**config.mk**
```make
export PLATFORM = sky130hd
export DESIGN_NAME = div
export DESIGN_NICKNAME = d
export VERILOG_FILES = /design/src/rtl/div.sv
export SDC_FILE = /design/constraint.sdc
export NUM_CORES = 1
export LEC_CHECK = 0
export BUFFER_PORTS_ARGS = -buffer_cell sky130_fd_sc_hd__buf_4
export CAP_MARGIN = 5
export CORE_ASPECT_RATIO = 1.1
export CORE_MARGIN = 2
export CORE_UTILIZATION = 25
export CTS_BUF_LIST = sky130_fd_sc_hd__clkbuf_16
export DETAILED_ROUTE_END_ITERATION = 16
export GPL_ROUTABILITY_DRIVEN = 0
export PLACE_DENSITY = 0.51
export SYNTH_ARGS = -nofsm -noshare
export SYNTH_HDL_FRONTEND = slang
export SYNTH_SLANG_ARGS = --single-unit
```
**constraint.sdc**
```tcl
create_clock -name ck -period 2.2 [get_ports ck]
set_input_delay 0.11 -clock ck [delete_from_list [all_inputs] [get_ports ck]]
set_output_delay 0.11 -clock ck [all_outputs]
set_load 0.05 [all_outputs]
```
**src/rtl/div.sv**
```systemverilog
// div: sequential restoring divider, 2W-bit dividend / W-bit divisor,
// one quotient bit per clock, MSB first. Optional macro: DIV_ZERO_CHECK_EN.
module div #(
    parameter int W = 8
) (
    input  logic           ck,
    input  logic           rst,
    input  logic           start,
    input  logic [2*W-1:0] A,
    input  logic [W-1:0]   B,
    output logic [2*W-1:0] Q,
    output logic [W-1:0]   R,
    output logic           fin,
    output logic           busy,
    output logic           err
);

    localparam int CW = $clog2(2 * W);

    typedef enum logic {
        IDLE,
        RUN
    } state_t;

    state_t         state_q;
    logic [CW-1:0]  cnt_q;
    // Dividend shifts out of the MSB while quotient bits shift in at the LSB.
    logic [2*W-1:0] aq_q;
    logic [W-1:0]   b_q;
    logic [W-1:0]   r_q;
    logic [2*W-1:0] q_q;
    logic [W-1:0]   rem_q;
    logic           fin_q;
    logic           busy_q;

    logic [W:0]     p_d;
    logic           qbit_d;
    logic [W-1:0]   r_d;
    logic [2*W-1:0] aq_d;
    logic           last_d;

    // One restoring step: W+1-bit trial subtract of the divisor.
    always_comb begin
        p_d    = {r_q, aq_q[2*W-1]};
        qbit_d = (p_d >= {1'b0, b_q});
        r_d    = qbit_d ? W'(p_d - {1'b0, b_q}) : p_d[W-1:0];
        aq_d   = {aq_q[2*W-2:0], qbit_d};
        last_d = (cnt_q == CW'(2 * W - 1));
    end

`ifdef DIV_ZERO_CHECK_EN
    logic err_q;
`endif

    // Control FSM and datapath; start has priority over finishing.
    always_ff @(posedge ck or posedge rst) begin
        if (rst) begin
            state_q <= IDLE;
            cnt_q   <= '0;
            aq_q    <= '0;
            b_q     <= '0;
            r_q     <= '0;
            q_q     <= '0;
            rem_q   <= '0;
            fin_q   <= 1'b0;
            busy_q  <= 1'b0;
`ifdef DIV_ZERO_CHECK_EN
            err_q   <= 1'b0;
`endif
        end else begin
            fin_q <= 1'b0;
            if (start) begin
                state_q <= RUN;
                aq_q    <= A;
                b_q     <= B;
                r_q     <= '0;
                cnt_q   <= '0;
                busy_q  <= 1'b1;
`ifdef DIV_ZERO_CHECK_EN
                err_q   <= 1'b0;
`endif
            end else if (state_q == RUN) begin
`ifdef DIV_ZERO_CHECK_EN
                if (b_q == '0) begin
                    q_q     <= '1;
                    rem_q   <= aq_q[W-1:0];
                    err_q   <= 1'b1;
                    fin_q   <= 1'b1;
                    busy_q  <= 1'b0;
                    state_q <= IDLE;
                end else
`endif
                begin
                    aq_q  <= aq_d;
                    r_q   <= r_d;
                    cnt_q <= cnt_q + CW'(1);
                    if (last_d) begin
                        q_q     <= aq_d;
                        rem_q   <= r_d;
                        fin_q   <= 1'b1;
                        busy_q  <= 1'b0;
                        state_q <= IDLE;
                    end
                end
            end
        end
    end

    assign Q    = q_q;
    assign R    = rem_q;
    assign fin  = fin_q;
    assign busy = busy_q;
`ifdef DIV_ZERO_CHECK_EN
    assign err  = err_q;
`else
    assign err  = 1'b0;
`endif

endmodule
```
; ---- Word level (Yosys, flattened, before mapping)
; Index checks and enable logic that the tools add are counted.
[classes]
add_sub_neg = 2
n_lt_le_gt_ge = 1
n_eq_ne = 1
muxes = 16
bitwise = 1
n_reduce_logical = 4
[ops]
columns = op, n
row1 = $mux W16, 2
row2 = $mux W8, 3
row3 = $ge A9 B8 Y1, 1
row4 = $mux W1, 9
row5 = $mux W4, 2
row6 = $sub A8 B8 Y8, 1
row7 = $add A4 B1 Y4 const B, 1
row8 = $eq A4 B4 Y1 const B, 1
row9 = $reduce_bool A2 Y1, 2
row10 = $reduce_and A3 Y1, 1
row11 = $reduce_and A2 Y1, 1
row12 = $not A1 Y1, 1
[totals]
regBits = 63
output_inout_bits = 27
word_cells = 34

; ---- Longest topological paths before layout
; Gate-level depths: netlist of the first run.
[logic_depth]
ltp_word = 4
mapped_depth = 8

; ---- Least setup slack after synthesis of the first run
; Ideal clock, no wire load.
[synth_path]
kind = register to register
from = reg aq_q[15]
to = reg r_q[6]
arrival_time_ns = 1.950
required_ns = 2.104
slack_ns = 0.155
path_stages_with_launch = 9
synth_period_minus_slack_ns = 2.045
path_cell_list = dfrtp_1 > inv_1 > ha_1 > inv_1 > fa_1 > a211oi_1 > o211ai_1 > a32o_1 > a311oi_2
[synth_via]
elab_chain_len = 4
[synth_rtl]
columns = item, line
row1 = "start, declared", 28  ; logic [2*W-1:0] aq_q;
row2 = "start signal, assigned", 94  ; aq_q <= aq_d;
row3 = $sub A8 B8 Y8 / $ge A9 B8 Y1 (equally long branches), "46, 45"
row4 = $mux W8 *, 46  ; r_d = qbit_d ? W'(p_d - {1'b0, b_q}) : p_d[W-1:0];
row5 = $mux W8 *, 82  ; end else if (state_q == RUN) begin
row6 = $mux W8 *, 72  ; if (start) begin
row7 = "end signal, assigned", 95  ; r_q <= r_d;
row8 = "end, declared", 30  ; logic [W-1:0] r_q;
; Mark *: on every way between the ends. The rest lies on a longest branch, timed or not. The select of a mux whose other input is x is not followed.
; A chain may end at the register's enable or synchronous reset.

; ---- Worst setup path in the final report of the first run
[layout_path]
from = reg r_q[5]
to = reg r_q[4]
[layout_via]
elab_chain_len = 4
[layout_rtl]
columns = item, line
row1 = $ge A9 B8 Y1, 45  ; qbit_d = (p_d >= {1'b0, b_q});
row2 = $mux W8, 46
row3 = $mux W8, 82
row4 = $mux W8, 72
; Every way passes these cells. The select of a mux whose other input is x is not followed.

==> results of run 1 <==
area by class of cell:
type                    count  share of cell area
inverters                  11             0.00969
repair buffers             89               0.168
clock inverters             7              0.0153
multi-input cells         224               0.339
well taps                 154              0.0452
flip-flops and latches     63               0.370
clock buffers               9              0.0528
sequential cells by signal, summed over array words and instances, names as in the netlist:
signal	flops
b_q	8
r_q	8
fin	1
busy	1
Q	16
R	8
state_q	1
cnt_q	4
aq_q	16
through the flow:
step / power [mW] / setup slack, ns / utilization / hold WS (ns)
after global routing: 4.21 / -0.0211 / 0.353 / 0.0139
after detailed placement: 2.51 / -0.00544 / 0.312 / 0.261
after global placement: 2.50 / 0.000405 / 0.312 / 0.267
final: 3.98 / 0.0855 / 0.353 / -0.00516
after CTS: 3.92 / -0.00647 / 0.348 / 0.00123
after floorplan: 2.14 / 0.155 / - / 0.231
repair_timing:
| action | 4_1_cts | 5_1_grt |
|---|---|---|
| pin swaps | 0 | 2 |
| setup buffers | 0 | 2 |
| gates resized for setup | 1 | 9 |
| setup endpoints to repair | 2 | 12 |
| hold buffers | 14 | 0 |
| endpoints found under the hold margin | 43 | 0 |
placed cells by master, fill, tap and decap left out, types with 7 or more instances in the layout:
| cell | synthesis | final |
|---|---|---|
| dlygate4sd3_1 | 0 | 14 |
| nor2_1 | 26 | 26 |
| o21ai_0 | 26 | 26 |
| clkbuf_16 | 0 | 9 |
| mux2i_1 | 16 | 16 |
| a31oi_1 | 7 | 7 |
| nand2_1 | 72 | 72 |
| dfrtp_1 | 63 | 63 |
| buf_4 | 2 | 74 |
| inv_1 | 10 | 10 |
metal layers:
metal | up-vias | routed length [um]
met1 | 1229 | 3570
met4 | 0 | 138
li1 | 1268 | -
met2 | 39 | 3640
met3 | 11 | 272
met5 | - | 0
synth_stat cells, types with 4 or more instances:
master    count
mux2i_1      16
nand2_1      72
inv_1        10
nand3_1       5
dfrtp_1      63
a311oi_1      4
a21o_1        5
o21ai_0      26
nor2_1       26
clkbuf_1     14
ha_1          9
a311oi_2      4
a31oi_1       7
worst max-delay path, delay by kind of cell (launching register included):
family	cells	cell delay (ns)
AOI/OAI and AO/OA	3	0.85
adders and majority gates	1	0.42
buffers and inverters	1	0.18
DFF	1	0.40
and+or+nand+nor	1	0.17
path summary, 6_finish.rpt:
check / startpoint / endpoint / slack [ns]
max in group asynchronous: rst / R[7] / 1.12
setup reg to reg: r_q[5] / r_q[4] / 0.09
setup / recovery: r_q[5] / r_q[4] / 0.09
min in group asynchronous: rst / Q[10] / 0.46
hold / removal: B[3] / b_q[3] / -0.005
hold reg to reg: Q[4] / Q[4] / 0.48
power by group:
group | switching (mW) | leakage (nW) | internal, mW
logic | 0.650 | 1.21 | 0.600
registers | 0.0835 | 0.819 | 1.26
clock network | 0.510 | 0.146 | 0.867
total | 1.24 | 2.17 | 2.73
cells by family after synthesis:
| group | after synthesis | synth area share |
|---|---|---|
| AO/OA/AOI/OAI | 72 | 0.171 |
| XOR/XNOR | 5 | 0.0141 |
| adder cells (fa/ha/maj) | 10 | 0.0427 |
| buffers and inverters | 31 | 0.0435 |
| flip-flops | 63 | 0.507 |
| multiplexers | 17 | 0.0551 |
| other | 1 | 0.00121 |
| AND/OR/NAND/NOR | 119 | 0.165 |
==> flow_metrics.tcl, run 1 <==
set metrics [dict create \
    worstSetupPathType "reg -> reg" \
    fin_cells 557 \
    fill_cells 1268 \
    post-route-period-util 0.961 \
    synth_top_area_cell "dfrtp_1" \
    required_ns 2.43 \
    grt_pass1_wl_um 12900 \
    cap_violations 0 \
    synth_seq_cells 63 \
    syn-num-nets 355 \
    hp-class "in -> reg" \
    rr_worst_depth 6 \
    cts_tree "done" \
    end_kind "register" \
    holdPathStages 3 \
    multiInputGateArea_um2 1450 \
    grtUsageMet1 0.167 \
    die_y_um 121 \
    htreeDepth 3 \
    start_util 0.257 \
    overflow 0 \
    antenna_found_initial 0 \
    yosys.area.top_type_share 0.507 \
    synth_cells 318 \
    tightest_slew_ns 0.689 \
    irDropWorstVdd_mv 0.480 \
    hold_slack_ns -0.00516 \
    syn_area_per_cell_um2 9.78 \
    grt_use_met3 0.0295 \
    placed_area_um2 3770 \
    critPathMaxFanout 9 \
    p_leak_nw 2.17 \
    die_x_um 110 \
    diodes 0 \
    slowest_stage "ha_2" \
    first_pass_iters 4 \
    syn_area_um2 3110 \
    drive_above_1_share 0.278 \
    violations "negative hold slack" \
    cts.clk_slew.worst_paths_ns 0.05 \
    totalWireLength_um 7630 \
    setup_viol 0 \
    cts.sinks 63 \
    fin_area_um2 4260 \
    relSlewSlack 0.540 \
    synthFlopType "dfrtp_1" \
    first_iter_violations 111 \
    powerDensity_nw_per_um2 933 \
    io_pins 54 \
    portBuffers 52 \
    final.setup.tns_ns 0 \
    setup.worst_path.start_class "register" \
    ff_latch_area_um2 1580 \
    avgViaCountPerCell 4.57 \
    detail-route-antenna-nets 0 \
    grt_pass1_vias 2618 \
    drc_errors 0 \
    rows 42 \
    busiest_layer "met2" \
    clk_path_buf_depth 2 \
    max_stage_delay_ns 0.42 \
    nets 435 \
    hold_violations 2 \
    maxSlewViolCount 0 \
    grt_max_degree 39 \
    track_usage 0.124 \
    die_area_um2 13300 \
    cp.arrival_ns 2.35 \
    vias 2547 \
    cp_cell_sequence "ha_2 > nand4b_1 > buf_4 > a221oi_4 > o221ai_1 > a311oi_2" \
    skew_ns 0.00603 \
    numCtsBuffers 9 \
    area.growth.synth_to_final_pct 37.1 \
    ys_async_sr_fraction 1.00 \
    routedWlPerCell_um 13.7 \
    synthTopCellsByArea "dfrtp_1, nand2_1, mux2i_1" \
    rsz0062_at_grt "yes" \
    min_period_ns 2.11 \
    max_freq_mhz 473 \
    clk_latency_ns 0.33 \
    ys_types 50 \
    yosysSeqAreaShare 0.507 \
    hpwl_um 5110 \
    synth_edf_count 0 \
    outcome "finished with violations" \
    grtUsageMet2 0.192 \
    dpl.cell_count 525 \
    coreArea_um2 12100 \
    yosysWarnings 0 \
    root_buffer "clkbuf_16" \
]
Note: power is estimated with default switching activity, not from simulation.
==> inputs of run 2 (changes only) <==
CELL_PAD_IN_SITES_DETAIL_PLACEMENT = 1   (was default)
CELL_PAD_IN_SITES_GLOBAL_PLACEMENT = 2   (was default)
PLACE_DENSITY = 0.69   (was 0.51)
==> run 2 against run 1 <==
  * Maximum frequency shrank 0.48%
  * Register-to-register slack is essentially flat
  * Worst setup slack lost 0.010 ns
  * Hold slack gained 0.0058 ns
  * Power grew 6.6%
  * Clock skew grew 0.0026 ns
  * First-iteration DRC count shrank 21%
  * Clock power grew 7%
  * The flow now finishes without violations
  * Routed wire length grew 13%
  * Non-clock buffer count grew 9
  * Count of clock-buffer cells in the layout is the same
  * Flip-flop and latch count is the same
==> flow_metrics.tcl, run 2 (same netlist as run 1, synthesis figures left out) <==
set metrics [dict create \
    numCtsBuffers 9 \
    tightest_slew_ns 0.643 \
    p_leak_nw 2.23 \
    cp-endpoint "r_q[6]" \
    pwr-share-seq 0.317 \
    detail-route-antenna-nets 0 \
    coreArea_um2 12100 \
    hold_slack_ns 0.000622 \
    post-route-period-util 0.966 \
    die_y_um 121 \
    nets 444 \
    skew_ns 0.00863 \
    worst-r2r-setup-slack_ns 0.08 \
    hpwl_um 5870 \
    powerDensity_nw_per_um2 965 \
    overflow 0 \
    worstSetupPathType "reg -> reg" \
    crit_start "b_q[0]" \
    cap_violations 0 \
    root_buffer "clkbuf_16" \
    diodes 0 \
    cp.arrival_ns 2.37 \
    totalWireLength_um 8650 \
    hp-class "in -> reg" \
    area.growth.synth_to_final_pct 41.2 \
    fin_cells 565 \
    start_util 0.257 \
    antenna_found_initial 0 \
    rr_worst_depth 7 \
    r2r_end "r_q[6]" \
    avgViaCountPerCell 4.69 \
    outcome "finished, final reports clean" \
    max_stage_delay_ns 0.52 \
    grt_max_degree 63 \
    cts_tree "done" \
    setup_viol 0 \
    cp_cell_sequence "ha_4 > inv_2 > fa_2 > a211oi_4 > or4b_1 > a32o_2 > a311oi_2" \
    combPwrFrac 0.336 \
    htreeDepth 3 \
    drive_above_1_share 0.290 \
    setup.worst_path.start_class "register" \
    first_iter_violations 88 \
    max_freq_mhz 471 \
    critPathMaxFanout 4 \
    clk_latency_ns 0.33 \
    irDropWorstVdd_mv 0.358 \
    io_pins 54 \
    clk_path_buf_depth 2 \
    p_sw_frac 0.312 \
    power_switching_mw 1.32 \
    hold_violations 0 \
    crit-reg2reg-launch "b_q[0]" \
    rows 42 \
    slowest_stage "or4b_1" \
    cts.clk_slew.worst_paths_ns 0.05 \
    die_x_um 110 \
    pwr-share-clk 0.347 \
    final_common_cell "buf_4" \
    end_kind "register" \
    relSlewSlack 0.571 \
    portBuffers 52 \
    internal_power_mw 2.92 \
    drc_errors 0 \
    die_area_um2 13300 \
    grt_pass1_wl_um 14200 \
    vias 2651 \
    grt_pass1_vias 2764 \
    dpl.cell_count 532 \
    maxSlewViolCount 0 \
    track_usage 0.139 \
    cts.sinks 63 \
    layout_common_cells "buf_4, nand2_1, dfrtp_1" \
    required_ns 2.44 \
    first_pass_iters 4 \
    min_period_ns 2.12 \
    routedWlPerCell_um 15.3 \
]
==> run 2: changes by cell type in the layout (fill, tap and decap cells not counted), sizes merged <==
cell / previous run / this run
dlygate4sd3: 14 / 17
buf: 75 / 81
bufinv: 1 / 2
inv: 12 / 13
clkinv: 4 / 1
==> run 2: area by class of cell <==
cell class                 count  area (um2)
tap                          154         193
timing repair buffer          98         791
multi-input combinational    224        1490
sequential                    63        1580
fill                        1374        7690
clock buffer                   9         225
inverter                      11        41.3
clock inverter                 6        78.8
==> run 2: how the worst min path moves through the flow <==
stage / startpoint / to / slack [ns] / cells after the start
floorplan: A[10] / aq_q[10] / 0.23 / 2
global placement: rst / busy / 0.24 / 2
detailed placement: rst / busy / 0.24 / 2
CTS: A[3] / aq_q[3] / 0.0004 / 3
global route: A[8] / aq_q[8] / 0.009 / 3
finish: A[6] / aq_q[6] / 0.0006 / 3
==> run 2: power by group through the flow <==
| stage | Combinational [mW] | Clock, mW | Sequential, mW |
|---|---|---|---|
| 6_report | 1.42 | 1.47 | 1.35 |
| 5_1_grt | 1.56 | 1.55 | 1.36 |
| 4_1_cts | 1.33 | 1.51 | 1.34 |
| 3_5_place_dp | 1.26 | 0 | 1.36 |
| 3_3_place_gp | 1.23 | 0 | 1.35 |
| 2_1_floorplan | 0.782 | 0 | 1.36 |
==> run 2: per-stage QoR <==
step           setup TNS, ns  area, um2  power, mW  setup WS (ns)   util
5_1_grt              -0.0522       4390       4.47        -0.0465  0.363
2_1_floorplan              0       3110       2.14          0.155      -
6_report                   0       4390       4.24         0.0753  0.363
3_3_place_gp               0       3820       2.58         0.0208  0.316
4_1_cts                    0       4310       4.18       0.000106  0.357
3_5_place_dp         -0.0444       3820       2.62        -0.0444  0.316
==> run 2: worst max-delay path: cells and delay by family (launching register included) <==
kind,cells,cell delay [ns]
AOI/OAI and AO/OA,3,0.61
and+or+nand+nor,1,0.52
adders and majority gates,2,0.43
DFF,1,0.42
buffers and inverters,1,0.06
==> run 2: routing by layer <==
| layer | wire length (um) | vias to the layer above | global-route usage |
|---|---|---|---|
| li1 | - | 1284 | - |
| met1 | 4060 | 1305 | 0.183 |
| met2 | 4020 | 49 | 0.213 |
| met3 | 408 | 13 | 0.0376 |
| met4 | 164 | 0 | 0.0602 |
| met5 | 0 | - | 0 |
==> run 2: timing repair <==
item                                    4_1_cts  5_1_grt
gates resized for setup                       2       14
buffers inserted                              0        1
hold buffers                                 17        0
hold endpoints to repair                     41        0
endpoints found under the setup margin        4       11
pin swaps                                     0        6
==> inputs of run 3 (changes only) <==
clock period = 2.4 ns   (was 2.2 ns; I/O delays follow)
==> run 3 against run 2 <==
  * Register-to-register slack improved by 0.05 ns
  * Critical endpoint unchanged
  * Clock skew fell by 0.0029 ns
  * Design area shrank 5.6%
  * Sequential power is 8% lower
  * Count of clock-buffer cells in the layout is the same
  * Routed wire length is 5.3% lower
  * Sequential share of layout area rose by 2.1 points
  * Critical path depth rose by 1
  * Hold slack better by 0.0024 ns
==> flow_metrics.tcl, run 3 (same netlist as run 1, synthesis figures left out) <==
set metrics [dict create \
    clk_latency_ns 0.34 \
    cp_cell_sequence "inv_1 > ha_1 > nor2b_1 > o22ai_1 > a221o_2 > buf_4 > a32o_1 > a311oi_2" \
    detail-route-antenna-nets 0 \
    die_y_um 121 \
    cap_violations 0 \
    setup_viol 0 \
    relSlewSlack 0.502 \
    numCtsBuffers 9 \
    antenna_found_initial 0 \
    r2r_end "r_q[6]" \
    worst-r2r-setup-slack_ns 0.13 \
    cts_tree "done" \
    cts.sinks 63 \
    portBuffers 52 \
    dpl.cell_count 519 \
    coreArea_um2 12100 \
    post-place-ws_ns 0.0273 \
    tightest_slew_ns 0.745 \
    vias 2580 \
    hpwl_um 5590 \
    track_usage 0.135 \
    holdPathStages 3 \
    die_area_um2 13300 \
    nets 429 \
    htreeDepth 3 \
    crit-reg2reg-launch "b_q[1]" \
    path_buf_inv 2 \
    worstSetupPathType "reg -> reg" \
    die_x_um 110 \
    drc_errors 0 \
    rsz0062_at_grt "no" \
    irDropWorstVdd_mv 0.319 \
    crit_start "b_q[1]" \
    totalWireLength_um 8200 \
    fin_cells 551 \
    powerDensity_nw_per_um2 860 \
    root_buffer "clkbuf_16" \
    overflow 0 \
    io_pins 54 \
    rows 42 \
    required_ns 2.64 \
    final.setup.tns_ns 0 \
    area.growth.synth_to_final_pct 33.3 \
    p_leak_nw 2.13 \
    maxSlewViolCount 0 \
    critPathMaxFanout 7 \
    hold_path_end "aq_q[8]" \
    end_kind "register" \
    post-route-period-util 0.948 \
    final.setup.worst_slack_ns 0.125 \
    critPathTopFamily "compound AO/OA/AOI/OAI gates" \
    diodes 0 \
    layout_common_cells "nand2_1, buf_4, dfrtp_1" \
    grt_pass1_vias 2661 \
    max_freq_mhz 440 \
    skew_ns 0.00572 \
    hold_violations 0 \
    setup.worst_path.start_class "register" \
    hp-class "in -> reg" \
    cts.clk_slew.worst_paths_ns 0.06 \
    cp.arrival_ns 2.51 \
    grt_pass1_wl_um 13700 \
    start_util 0.257 \
    grt_max_degree 39 \
    holdCritStartpoint "A[8]" \
    clk_path_buf_depth 2 \
    max_stage_delay_ns 0.46 \
    min_period_ns 2.27 \
    drive_above_1_share 0.254 \
    slowest_stage "a221o_2" \
    outcome "finished, final reports clean" \
    first_iter_violations 77 \
    rr_worst_depth 8 \
    first_pass_iters 4 \
    avgViaCountPerCell 4.68 \
    routedWlPerCell_um 14.9 \
]
run 3: layout make-up:
class | instances | area [um2]
Tap cell | 154 | 193
Multi-Input combinational cell | 224 | 1400
Inverter | 11 | 41.3
Fill cell | 1387 | 7940
Clock buffer | 9 | 225
Timing Repair Buffer | 83 | 651
Sequential cell | 63 | 1580
Clock inverter | 7 | 57.6
run 3: worst register-to-register path, delay by kind of cell, from the launching register on:
| kind | cells | cell delay (ns) |
|---|---|---|
| AOI/OAI and AO/OA | 4 | 1.11 |
| adders and majority gates | 1 | 0.32 |
| DFF | 1 | 0.31 |
| buffers and inverters | 2 | 0.25 |
| and+or+nand+nor | 1 | 0.20 |
run 3: worst max path at each step:
stage	endpoint	slack (ns)	cells after the start
2_1_floorplan	r_q[6]	0.35	8
3_3_place_gp	r_q[7]	0.10	6
3_5_place_dp	r_q[7]	0.03	6
4_1_cts	r_q[7]	0.09	7
5_1_grt	r_q[6]	0.02	8
6_report	r_q[6]	0.13	8
run 3: routing by layer:
| layer | wire (um) | share of wire | GRT usage | vias to the layer above |
|---|---|---|---|---|
| li1 | - | - | - | 1254 |
| met1 | 4060 | 0.50 | 0.179 | 1269 |
| met2 | 3620 | 0.44 | 0.205 | 45 |
| met3 | 367 | 0.045 | 0.0274 | 12 |
| met4 | 153 | 0.019 | 0.0711 | 0 |
| met5 | 0 | 0 | 0 | - |
run 3: report_power, final:
group | switching, mW | leakage [nW] | total, mW | internal, mW
logic | 0.593 | 1.17 | 1.08 | 0.488
registers | 0.0756 | 0.819 | 1.24 | 1.16
clock network | 0.463 | 0.143 | 1.25 | 0.786
total | 1.13 | 2.13 | 3.56 | 2.43
run 3: what timing repair did:
action	in CTS	in global routing
gates cloned	0	0
setup endpoints to repair	2	1
buffers inserted	0	5
hold buffers	11	0
pin swaps	0	1
resized for setup	1	0
hold endpoints to repair	40	0
run 3: per-stage QoR:
| step | util | total power [mW] | cell area, um2 | hold WS, ns |
|---|---|---|---|---|
| 6_report | 0.343 | 3.56 | 4140 | 0.00303 |
| 5_1_grt | 0.343 | 3.77 | 4140 | 0.00788 |
| 3_5_place_dp | 0.307 | 2.29 | 3710 | 0.307 |
| 2_1_floorplan | - | 1.96 | 3110 | 0.241 |
| 4_1_cts | 0.340 | 3.58 | 4110 | 0.00244 |
| 3_3_place_gp | 0.307 | 2.27 | 3710 | 0.306 |
